==> src/rtl/sram_arb_pkg.sv <==
// Shared types and default sizes for the two-requester SRAM port arbiter.
// The default macro is 256 x 48 with 8 write lanes of 6 bits.
package sram_arb_pkg;

    localparam int ADDR_W_DEF = 8;
    localparam int DATA_W_DEF = 48;
    localparam int MASK_W_DEF = 8;

    // One request as presented by a requester (sized for the default macro)
    typedef struct packed {
        logic                  write;
        logic [ADDR_W_DEF-1:0] addr;
        logic [MASK_W_DEF-1:0] wmask;
        logic [DATA_W_DEF-1:0] wdata;
    } sram_req_t;

    // INIT clears the macro after reset (only reachable with SRAM_ARB_INIT_EN)
    typedef enum logic {
        INIT = 1'b0,
        RUN  = 1'b1
    } arb_state_e;

endpackage

==> src/rtl/sram_arb_resp_slot.sv <==
// Per-requester read response slot. Tracks one outstanding read, forwards the
// macro output in the cycle it is valid, and parks it in a hold register if the
// consumer stalls, so a later access by the other requester cannot corrupt it.
module sram_arb_resp_slot
    import sram_arb_pkg::*;
#(
    parameter int DATA_W = DATA_W_DEF
) (
    input  logic              clock,
    input  logic              reset,
    input  logic              i_issue,
    input  logic              i_resp_ready,
    input  logic [DATA_W-1:0] i_sram_rdata,
    output logic              o_resp_valid,
    output logic [DATA_W-1:0] o_resp_rdata
);

    logic              r_pend;
    logic              r_rd_vld_p1;
    logic [DATA_W-1:0] r_hold_p2;

    // Control: pending response flag and "macro output is ours this cycle" marker
    always_ff @(posedge clock) begin
        if (reset) begin
            r_pend      <= 1'b0;
            r_rd_vld_p1 <= 1'b0;
        end else begin
            r_rd_vld_p1 <= i_issue;
            if (i_issue)
                r_pend <= 1'b1;
            else if (r_pend && i_resp_ready)
                r_pend <= 1'b0;
        end
    end

    // Data: capture the macro output when the response is not taken on arrival
    always_ff @(posedge clock) begin
        if (r_rd_vld_p1 && !i_resp_ready)
            r_hold_p2 <= i_sram_rdata;
    end

    // Output mux: fresh macro data on arrival, hold register afterwards, 0 when empty
    always_comb begin
        o_resp_valid = r_pend;
        o_resp_rdata = '0;
        if (r_pend)
            o_resp_rdata = r_rd_vld_p1 ? i_sram_rdata : r_hold_p2;
    end

endmodule

==> src/rtl/sram_port_arbiter.sv <==
// Round-robin arbiter sharing one single-port, 1-cycle-read, lane-masked SRAM
// between requester 0 (lookup/fetch) and requester 1 (refill/update).
// Optional macro SRAM_ARB_INIT_EN: after reset, sweep every address writing
// zeros with a full mask before accepting requests.
module sram_port_arbiter
    import sram_arb_pkg::*;
#(
    parameter int ADDR_W = ADDR_W_DEF,
    parameter int DATA_W = DATA_W_DEF,
    parameter int MASK_W = MASK_W_DEF
) (
    input  logic              clock,
    input  logic              reset,
    input  logic              req0_valid,
    output logic              req0_ready,
    input  logic              req0_write,
    input  logic [ADDR_W-1:0] req0_addr,
    input  logic [MASK_W-1:0] req0_wmask,
    input  logic [DATA_W-1:0] req0_wdata,
    output logic              resp0_valid,
    input  logic              resp0_ready,
    output logic [DATA_W-1:0] resp0_rdata,
    input  logic              req1_valid,
    output logic              req1_ready,
    input  logic              req1_write,
    input  logic [ADDR_W-1:0] req1_addr,
    input  logic [MASK_W-1:0] req1_wmask,
    input  logic [DATA_W-1:0] req1_wdata,
    output logic              resp1_valid,
    input  logic              resp1_ready,
    output logic [DATA_W-1:0] resp1_rdata,
    output logic              sram_en,
    output logic              sram_wmode,
    output logic [ADDR_W-1:0] sram_addr,
    output logic [MASK_W-1:0] sram_wmask,
    output logic [DATA_W-1:0] sram_wdata,
    input  logic [DATA_W-1:0] sram_rdata,
    output logic              init_done
);

`ifdef SRAM_ARB_INIT_EN
    localparam arb_state_e RST_STATE = INIT;
`else
    localparam arb_state_e RST_STATE = RUN;
`endif

    arb_state_e        r_state;
    arb_state_e        w_state_nxt;
    logic [ADDR_W-1:0] r_init_addr;
    logic              r_ptr;        // requester that wins the next tie
    logic              w_init_busy;
    logic              w_elig0;
    logic              w_elig1;
    logic              w_gnt0;
    logic              w_gnt1;
    sram_req_t         w_req0;
    sram_req_t         w_req1;
    sram_req_t         w_sel;

    // State register: reset always restarts from the build's entry state
    always_ff @(posedge clock) begin
        if (reset)
            r_state <= RST_STATE;
        else
            r_state <= w_state_nxt;
    end

    // Next state: leave INIT once the last address has been cleared
    always_comb begin
        w_state_nxt = r_state;
        case (r_state)
            INIT:    if (&r_init_addr) w_state_nxt = RUN;
            RUN:     w_state_nxt = RUN;
            default: w_state_nxt = RST_STATE;
        endcase
    end

    // Clear-sweep address, restarts at 0 on reset and idles at 0 outside INIT
    always_ff @(posedge clock) begin
        if (reset || r_state != INIT)
            r_init_addr <= '0;
        else
            r_init_addr <= r_init_addr + 1'b1;
    end

    assign init_done   = (r_state == RUN) && !reset;
    assign w_init_busy = (r_state == INIT) && !reset;

    // A read needs a free (or freeing) response slot; writes never wait on it
    assign w_elig0 = req0_valid && (req0_write || !resp0_valid || resp0_ready);
    assign w_elig1 = req1_valid && (req1_write || !resp1_valid || resp1_ready);

    assign w_gnt0 = init_done && w_elig0 && (!w_elig1 || !r_ptr);
    assign w_gnt1 = init_done && w_elig1 && (!w_elig0 ||  r_ptr);

    assign req0_ready = w_gnt0;
    assign req1_ready = w_gnt1;

    // Round-robin pointer: points away from the most recent winner
    always_ff @(posedge clock) begin
        if (reset)
            r_ptr <= 1'b0;
        else if (w_gnt0)
            r_ptr <= 1'b1;
        else if (w_gnt1)
            r_ptr <= 1'b0;
    end

    assign w_req0 = '{write: req0_write, addr: req0_addr, wmask: req0_wmask, wdata: req0_wdata};
    assign w_req1 = '{write: req1_write, addr: req1_addr, wmask: req1_wmask, wdata: req1_wdata};
    assign w_sel  = w_gnt1 ? w_req1 : w_req0;

    // Macro drive: clear sweep, else the granted request, else idle zeros
    always_comb begin
        sram_en    = 1'b0;
        sram_wmode = 1'b0;
        sram_addr  = '0;
        sram_wmask = '0;
        sram_wdata = '0;
        if (w_init_busy) begin
            sram_en    = 1'b1;
            sram_wmode = 1'b1;
            sram_addr  = r_init_addr;
            sram_wmask = '1;
        end else if (w_gnt0 || w_gnt1) begin
            sram_en    = 1'b1;
            sram_wmode = w_sel.write;
            sram_addr  = w_sel.addr;
            sram_wmask = w_sel.wmask;
            sram_wdata = w_sel.wdata;
        end
    end

    sram_arb_resp_slot #(.DATA_W(DATA_W)) u_slot0 (
        .clock        (clock),
        .reset        (reset),
        .i_issue      (w_gnt0 && !req0_write),
        .i_resp_ready (resp0_ready),
        .i_sram_rdata (sram_rdata),
        .o_resp_valid (resp0_valid),
        .o_resp_rdata (resp0_rdata)
    );

    sram_arb_resp_slot #(.DATA_W(DATA_W)) u_slot1 (
        .clock        (clock),
        .reset        (reset),
        .i_issue      (w_gnt1 && !req1_write),
        .i_resp_ready (resp1_ready),
        .i_sram_rdata (sram_rdata),
        .o_resp_valid (resp1_valid),
        .o_resp_rdata (resp1_rdata)
    );

endmodule

==> config.mk <==
export PLATFORM = sky130hd
export DESIGN_NAME = sram_port_arbiter
export DESIGN_NICKNAME = d
export VERILOG_FILES = /design/src/rtl/sram_arb_pkg.sv /design/src/rtl/sram_arb_resp_slot.sv /design/src/rtl/sram_port_arbiter.sv
export SDC_FILE = /design/constraint.sdc
export NUM_CORES = 1
export LEC_CHECK = 0
export BUFFER_PORTS_ARGS = -buffer_cell sky130_fd_sc_hd__buf_2
export CAP_MARGIN = 20
export CORE_AREA = 4 4 133 135
export CTS_CLUSTER_DIAMETER = 120
export DETAILED_ROUTE_END_ITERATION = 8
export DIE_AREA = 0 0 137 139
export PLACE_DENSITY = 0.7
export SLEW_MARGIN = 10
export SYNTH_ARGS = -nofsm -noshare
export SYNTH_HDL_FRONTEND = slang
export SYNTH_HIERARCHICAL = 1
export SYNTH_SLANG_ARGS = --single-unit
==> constraint.sdc <==
create_clock -name clock -period 5.85 [get_ports clock]
set_clock_uncertainty 0.05 [all_clocks]
set_input_delay 0.585 -clock clock [delete_from_list [all_inputs] [get_ports clock]]
set_output_delay 0.585 -clock clock [all_outputs]
set_load 0.005 [all_outputs]
==> results of run 1 <==
power groups by stage:
stage	Sequential (mW)	Combinational, mW	Clock, mW
detailed placement	0.880	0.271	0
global route	0.863	0.297	0.617
CTS	0.862	0.273	0.589
floorplan	0.881	0.126	0
finish	0.863	0.270	0.566
global placement	0.880	0.269	0
registers in the layout, indices dropped and copies added (netlist names):
name	cells
u_slot0/o_resp_valid	1
r_init_addr	8
u_slot0/r_rd_vld_p1	1
r_ptr	1
r_state	1
u_slot1/r_hold_p2	48
u_slot1/r_rd_vld_p1	1
u_slot1/o_resp_valid	1
u_slot0/r_hold_p2	48
critical path, delay by kind of cell:
family	cells	cell delay, ps
buf+inv	3	800
compound gates	1	130
simple gates	3	930
stage by stage:
stage / cell area, um^2 / setup slack [ps] / hold WS (ps) / instances
after global routing: 8330 / 2620 / 391 / 1135
final: 8330 / 2750 / 404 / 1135
after floorplan: 6250 / 2480 / 407 / 583
after detailed placement: 8050 / 2740 / 438 / 1118
after global placement: 8050 / 2750 / 434 / 1118
after CTS: 8330 / 2730 / 388 / 1134
kinds of logic after synthesis:
kind of cell / count (synthesis) / share of synthesized area, %
buffers and inverters: 47 / 5.37
xor gates and xnor gates: 6 / 0.841
and+or+nand+nor: 238 / 19.2
muxes: 111 / 17.8
AOI/OAI and AO/OA: 70 / 6.03
DFF: 110 / 50.6
adders and majority gates: 1 / 0.200
cell usage in the layout (no fill, tap or decap), types with 5 or more instances in the layout:
cell type / synthesis / routed
clkbuf_16: 0 / 9
nor2_1: 14 / 14
mux2i_1: 111 / 111
nor2b_1: 98 / 96
dfxtp_1: 14 / 12
xor2_1: 5 / 5
o21ai_1: 15 / 15
edfxtp_1: 96 / 96
buf_4: 17 / 8
buf_2: 4 / 350
nand2_1: 106 / 106
a21oi_1: 50 / 50
how the worst max path moves through the flow:
| stage | from | end | slack [ps] | cells after the start |
|---|---|---|---|---|
| after global placement | resp1_ready | sram_wdata[14] | 2750 | 7 |
| final | resp1_ready | sram_wdata[14] | 2750 | 7 |
| after CTS | resp1_ready | sram_wdata[14] | 2730 | 7 |
| after detailed placement | resp1_ready | sram_wdata[14] | 2740 | 7 |
| after global routing | resp1_ready | sram_wdata[14] | 2620 | 7 |
| after floorplan | u_slot0/r_rd_vld_p1$_SDFF_PP0_ | u_slot0/r_hold_p2[0]$_DFFE_PP_ | 2480 | 4 |
final cells by class:
class	instances	area share, %
sequential	110	38.0
clock buffer	10	2.75
tap	220	3.31
antenna	1	0.0300
inverter	4	0.180
timing repair buffer	358	21.8
multi-input combinational	426	33.4
clock inverter	6	0.556
synth_stat cells, drive strengths merged (2+ instances only):
cell and count:
mux2i 111, nand2 106, inv 4, nor2b 98, and3 2, xor2 5, dfxtp 14, nand2b 4
edfxtp 96, a21oi 50, nand3 4, nor2 15, clkbuf 13, buf 30, o21ai 16
metal layers:
layer	vias to the layer above	GRT usage [%]	routed length [um]
li1	2673	-	-
met1	2558	23.6	7860
met2	262	33.9	9880
met3	55	7.15	1890
met4	6	8.46	777
met5	-	0	39
==> impl_metrics.tcl, run 1 <==
set metrics [dict create \
    status "complete, no violations" \
    hp-class "input pin to flop" \
    cts_tree "yes" \
    rsz0062_at_grt "no" \
    fillers 1536 \
    cp_cell_sequence "buf_2, or3b_4, and3_1, nor2_4, buf_4, a21oi_1, buf_2" \
    power_frac_seq_pct 50.8 \
    io_pins 351 \
    worst-setup-path-type "input pin to primary output" \
    io_buffers 350 \
    fin_util_pct 50.6 \
    power.density_mw_per_mm2 204 \
    crit_fanout 50 \
    p_leak_nw 3.73 \
    crit_path_end_kind "primary output" \
    grt_pass1_wl_mm 30.2 \
    vias_per_cell 4.89 \
    ys_ff_latch 110 \
    vias 5554 \
    ctsHoldBuffers 0 \
    die_w_um 137 \
    cts_buffers 9 \
    fin_nets 1094 \
    ys_types 39 \
    start_util_pct 38.0 \
    rr_startpoint "u_slot0/r_rd_vld_p1$_SDFF_PP0_" \
    reg2reg_slack_ps 3190 \
    regToRegEndpoint "u_slot0/r_hold_p2[4]$_DFFE_PP_" \
    cp.required_ps 5220 \
    drt_pre_antenna_iters 4 \
    hp-start "sram_rdata[9]" \
    drive_gt1_share_pct 42.0 \
    worstPathArrival_ps 2470 \
    gp_congestion 0.912 \
    grt_max_degree 65 \
    post_drt_wl_per_cell_um 18.0 \
    post_synth.cell_area_avg_um2 10.7 \
    r2r_cells 3 \
    synthTopCellsByArea "edfxtp_1 46%, mux2i_1 18%, nor2b_1 9.8%" \
    synth_cells 583 \
    power.switching_mw 0.422 \
    cts_root_buf "clkbuf_16" \
    clk_pin_slew_ps 70 \
    hold_depth 1 \
    vdd_drop_max_v 0.000121 \
    drt_first_iter_violations 213 \
    cts.sinks 110 \
    p_total_mw 1.70 \
    seq_area_mm2 0.00317 \
    grt_pass1_vias 5530 \
    start_kind "input pin" \
    die_h_um 139 \
    htree_levels 3 \
    min_to "u_slot1/r_hold_p2[9]$_DFFE_PP_" \
    final_hold_viol_count 0 \
    yosys_warnings 6 \
    antenna_found_initial 4 \
    die_area_mm2 0.0190 \
    fin_crit_ps 3100 \
    syn_area_mm2 0.00625 \
    clk_latency_ps 340 \
    num_rows 47 \
    ant_nets 0 \
    multi_input_area_mm2 0.00278 \
    async_reset_ff_share_pct 0 \
    drc 0 \
    drv_cap 0 \
    synth_flop_cell "edfxtp_1" \
    hpwl_mm 15.2 \
    finalWirelength_mm 20.4 \
    worst_pin_slew_ps 903 \
    yosysTopAreaCellShare_pct 46.1 \
    ctsResizeCount 0 \
    coreArea_mm2 0.0165 \
    maxSlewViolCount 0 \
    power_frac_comb_pct 15.9 \
    cpPeakStageDelay_ps 500 \
    syn2layout_area_growth_pct 33.3 \
    yosysSeqAreaShare_pct 50.6 \
    fmax_mhz 322 \
    synth_top_area_cell "edfxtp_1" \
    period_share_pct 53.0 \
    clock_path_buffers 2 \
    post_cts_buffers 0 \
    setup_viol 0 \
    finalSetupTns_ps 0 \
    switching_share_pct 24.9 \
    synth_edf_count 96 \
    overflow 0 \
    p_clk_share_pct 33.3 \
    synth_nets 768 \
    grtUsageTotal_pct 20.3 \
    cpMaxStageDelayCell "buf_4" \
    slew_headroom_pct 39.8 \
    power.internal_mw 1.28 \
    crit_path_frequent_cell "buf_2" \
]
(Power assumes the default switching activity.)
==> run 2, diff against run 1 <==
--- a/config.mk
+++ b/config.mk
@@ -5,13 +5,15 @@
 export SDC_FILE = /design/constraint.sdc
 export NUM_CORES = 1
 export LEC_CHECK = 0
+export ABC_AREA = 1
 export BUFFER_PORTS_ARGS = -buffer_cell sky130_fd_sc_hd__buf_2
 export CAP_MARGIN = 20
-export CORE_AREA = 4 4 133 135
+export CORE_ASPECT_RATIO = 1.4
+export CORE_MARGIN = 4
+export CORE_UTILIZATION = 42
 export CTS_CLUSTER_DIAMETER = 120
 export DETAILED_ROUTE_END_ITERATION = 8
-export DIE_AREA = 0 0 137 139
-export PLACE_DENSITY = 0.7
+export PLACE_DENSITY = 0.77
 export SLEW_MARGIN = 10
 export SYNTH_ARGS = -nofsm -noshare
 export SYNTH_HDL_FRONTEND = slang
==> constraint.sdc (replaced) <==
create_clock -name clock -period 2.5 [get_ports clock]
set_clock_uncertainty 0.05 [all_clocks]
set_input_delay 0.25 -clock clock [delete_from_list [all_inputs] [get_ports clock]]
set_output_delay 0.25 -clock clock [all_outputs]
set_load 0.005 [all_outputs]
==> run 2 against run 1 <==
Effect of this change:
- first-iteration DRC count is 140% higher
- highest routed layer unchanged
- sequential share of layout area is 3.6 points lower
- count of clock-buffer cells in the layout is 1 lower
==> impl_metrics.tcl, run 2 <==
set metrics [dict create \
    fmax_mhz 427 \
    timing.critical_path.buf_inv 2 \
    gp_congestion 0.865 \
    post_drt_wl_per_cell_um 14.3 \
    synthTopCellsByArea "edfxtp_1 41%, nand2_1 19%, nor2_1 16%" \
    overflow 0 \
    stdcell_count 1584 \
    rr_startpoint "u_slot1/r_rd_vld_p1$_SDFF_PP0_" \
    synth_top_area_cell "edfxtp_1" \
    cts_root_buf "clkbuf_16" \
    final_common_cell "nand2_1" \
    drt_first_iter_violations 521 \
    coreArea_mm2 0.0163 \
    drt_pre_antenna_iters 7 \
    io_pins 351 \
    cts_buffers 9 \
    p_total_mw 4.51 \
    finalSetupTns_ps 0 \
    syn2layout_area_growth_pct 31.2 \
    synth_edf_count 96 \
    worst_pin_slew_ps 631 \
    cts_tree "yes" \
    ys_types 23 \
    synth_cells 1054 \
    grt_pass1_vias 6779 \
    reg2reg_slack_ps 790 \
    synth_most_common_cell "nand2_1" \
    fin_util_pct 56.5 \
    cp_cell_sequence "nand2_1, nor2_4, nand2_4, buf_12, nand2_1, nand2_1, nor2_1, buf_2" \
    r2r_cells 3 \
    cpPeakStageDelay_ps 330 \
    yosysSeqAreaShare_pct 45.1 \
    cp_num_cells 8 \
    drive_gt1_share_pct 29.0 \
    cts.sinks 110 \
    yosys_warnings 6 \
    fin_crit_ps 2340 \
    async_reset_ff_share_pct 0 \
    vias 7303 \
    grt_max_degree 97 \
    yosysTopAreaCellShare_pct 41.1 \
    rsz0062_at_grt "no" \
    die_area_mm2 0.0189 \
    worstPathArrival_ps 2040 \
    htree_levels 3 \
    cp.required_ps 2200 \
    ys_ff_latch 110 \
    period_share_pct 93.7 \
    antenna_found_initial 4 \
    ctsHoldBuffers 0 \
    maxSlewViolCount 0 \
    regToRegEndpoint "u_slot1/r_hold_p2[8]$_DFFE_PP_" \
    vdd_drop_max_v 0.000260 \
    synth_nets 1239 \
    start_kind "flop" \
    drv_cap 0 \
    hp-class "input pin to flop" \
    clk_latency_ps 350 \
    place_ws_ps 328 \
    cp_top_family "simple AND/OR/NAND/NOR gates" \
    dp_cells 1565 \
    syn_area_mm2 0.00702 \
    crit_fanout 36 \
    post_synth.cell_area_avg_um2 6.66 \
    slew_headroom_pct 58.0 \
    worstSetupEndpoint "sram_wdata[36]" \
    crit_path_frequent_cell "nand2_1" \
    setup_viol 0 \
    num_rows 55 \
    clock_path_buffers 2 \
    status "complete, no violations" \
    drc 0 \
    ant_nets 0 \
    synthTopCellsByCount "363 x nand2_1, 302 x nor2_1, 172 x inv_1" \
    finalWirelength_mm 22.7 \
    synth_flop_cell "edfxtp_1" \
    cpMaxStageDelayCell "dfxtp_1" \
    worst-setup-path-type "flop to primary output" \
    setup_slack_ps 157 \
    grtUsageTotal_pct 23.1 \
    io_buffers 350 \
    start_util_pct 43.0 \
    final_hold_viol_count 0 \
    clk_pin_slew_ps 80 \
    grt_pass1_wl_mm 33.9 \
    crit_path_end_kind "primary output" \
    hpwl_mm 17.4 \
    p_leak_nw 5.19 \
    die_h_um 161 \
    crit_start "r_state$_SDFF_PP1_" \
    final_cell_mix "363 x nand2_1, 350 x buf_2, 299 x nor2_1" \
    die_w_um 117 \
    vias_per_cell 4.61 \
    largest_registers "u_slot0/r_hold_p2: 48 flops, u_slot1/r_hold_p2: 48 flops, r_init_addr: 8 flops" \
    fin_nets 1562 \
    power.density_mw_per_mm2 490 \
]
## run 2: cell count changes after synthesis, moves of 5 or more
cell and change:
xor2_1 -5, a21oi_1 -47, nand3b_1 +8, o21ai_1 -15
buf_2 +20, inv_1 +169, buf_4 -8, nand3_1 +18
buf_6 +12, nor2b_1 -98, mux2i_1 -111, nand2_1 +257
nor2_1 +288
## run 2: final cells by class
class                   instances  area, um^2
diodes                          3        7.51
clock buffers                   9         225
clock inverters                 7        93.8
fillers                      1535        7100
inverters                     175         657
multi-input cells             713        2840
flip-flops and latches        110        3170
well taps                     199         249
repair buffers                368        1970
## run 2: how the worst min path moves through the flow
| stage | slack (ps) | end | start | cells after the start |
|---|---|---|---|---|
| 2_1_floorplan | 300 | u_slot0/r_hold_p2[0]$_DFFE_PP_ | sram_rdata[0] | 0 |
| 3_3_place_gp | 400 | r_init_addr[0]$_SDFF_PP0_ | r_init_addr[0]$_SDFF_PP0_ | 1 |
| 3_5_place_dp | 410 | r_init_addr[0]$_SDFF_PP0_ | r_init_addr[0]$_SDFF_PP0_ | 1 |
| 4_1_cts | 60 | u_slot0/r_hold_p2[42]$_DFFE_PP_ | sram_rdata[42] | 1 |
| 5_1_grt | 50 | u_slot0/r_hold_p2[36]$_DFFE_PP_ | sram_rdata[36] | 1 |
| 6_report | 70 | u_slot1/r_hold_p2[36]$_DFFE_PP_ | sram_rdata[36] | 1 |
## run 2: worst register-to-register path: stages (launching register included)
cell     delay [ps]
dfxtp_2         740
inv_1           160
nor2_4          140
buf_12          270
## run 2: power by group
group | total, mW | switching, mW | internal, mW
combinational | 0.980 | 0.585 | 0.395
sequential | 2.03 | 0.0140 | 2.02
clock | 1.50 | 0.696 | 0.802
## run 2: repair_timing
item / 4_1_cts / 5_1_grt
setup endpoints to repair: 0 / 1
resized for setup: 0 / 1
setup buffers: 0 / 0
## run 2: kinds of logic (layout without fill, tap and decap cells)
logic type               count (synthesis)  count (layout)  synth area share [%]
AND/OR/NAND/NOR                        704             704                  39.3
buffers and inverters                  231             559                  14.9
flip-flops                             110             110                  45.1
AO/OA/AOI/OAI                            8               8                 0.642
adder cells (fa/ha/maj)                  1               1                 0.178
other                                    0               3                     0
## run 2: metal layers
metal | global-route usage [%] | vias to the layer above | wire length [um]
met1 | 29.4 | 3170 | 9290
li1 | - | 3734 | -
met2 | 38.2 | 359 | 10800
met3 | 4.39 | 38 | 1930
met4 | 9.44 | 2 | 680
met5 | 0 | - | 15
## run 2: stage by stage
| step | hold WS, ps | instance area, um^2 |
|---|---|---|
| after global placement | 398 | 8880 |
| after global routing | 53.7 | 9210 |
| after detailed placement | 406 | 8880 |
| after floorplan | 299 | 7030 |
| after CTS | 59.9 | 9200 |
| final | 65.6 | 9210 |
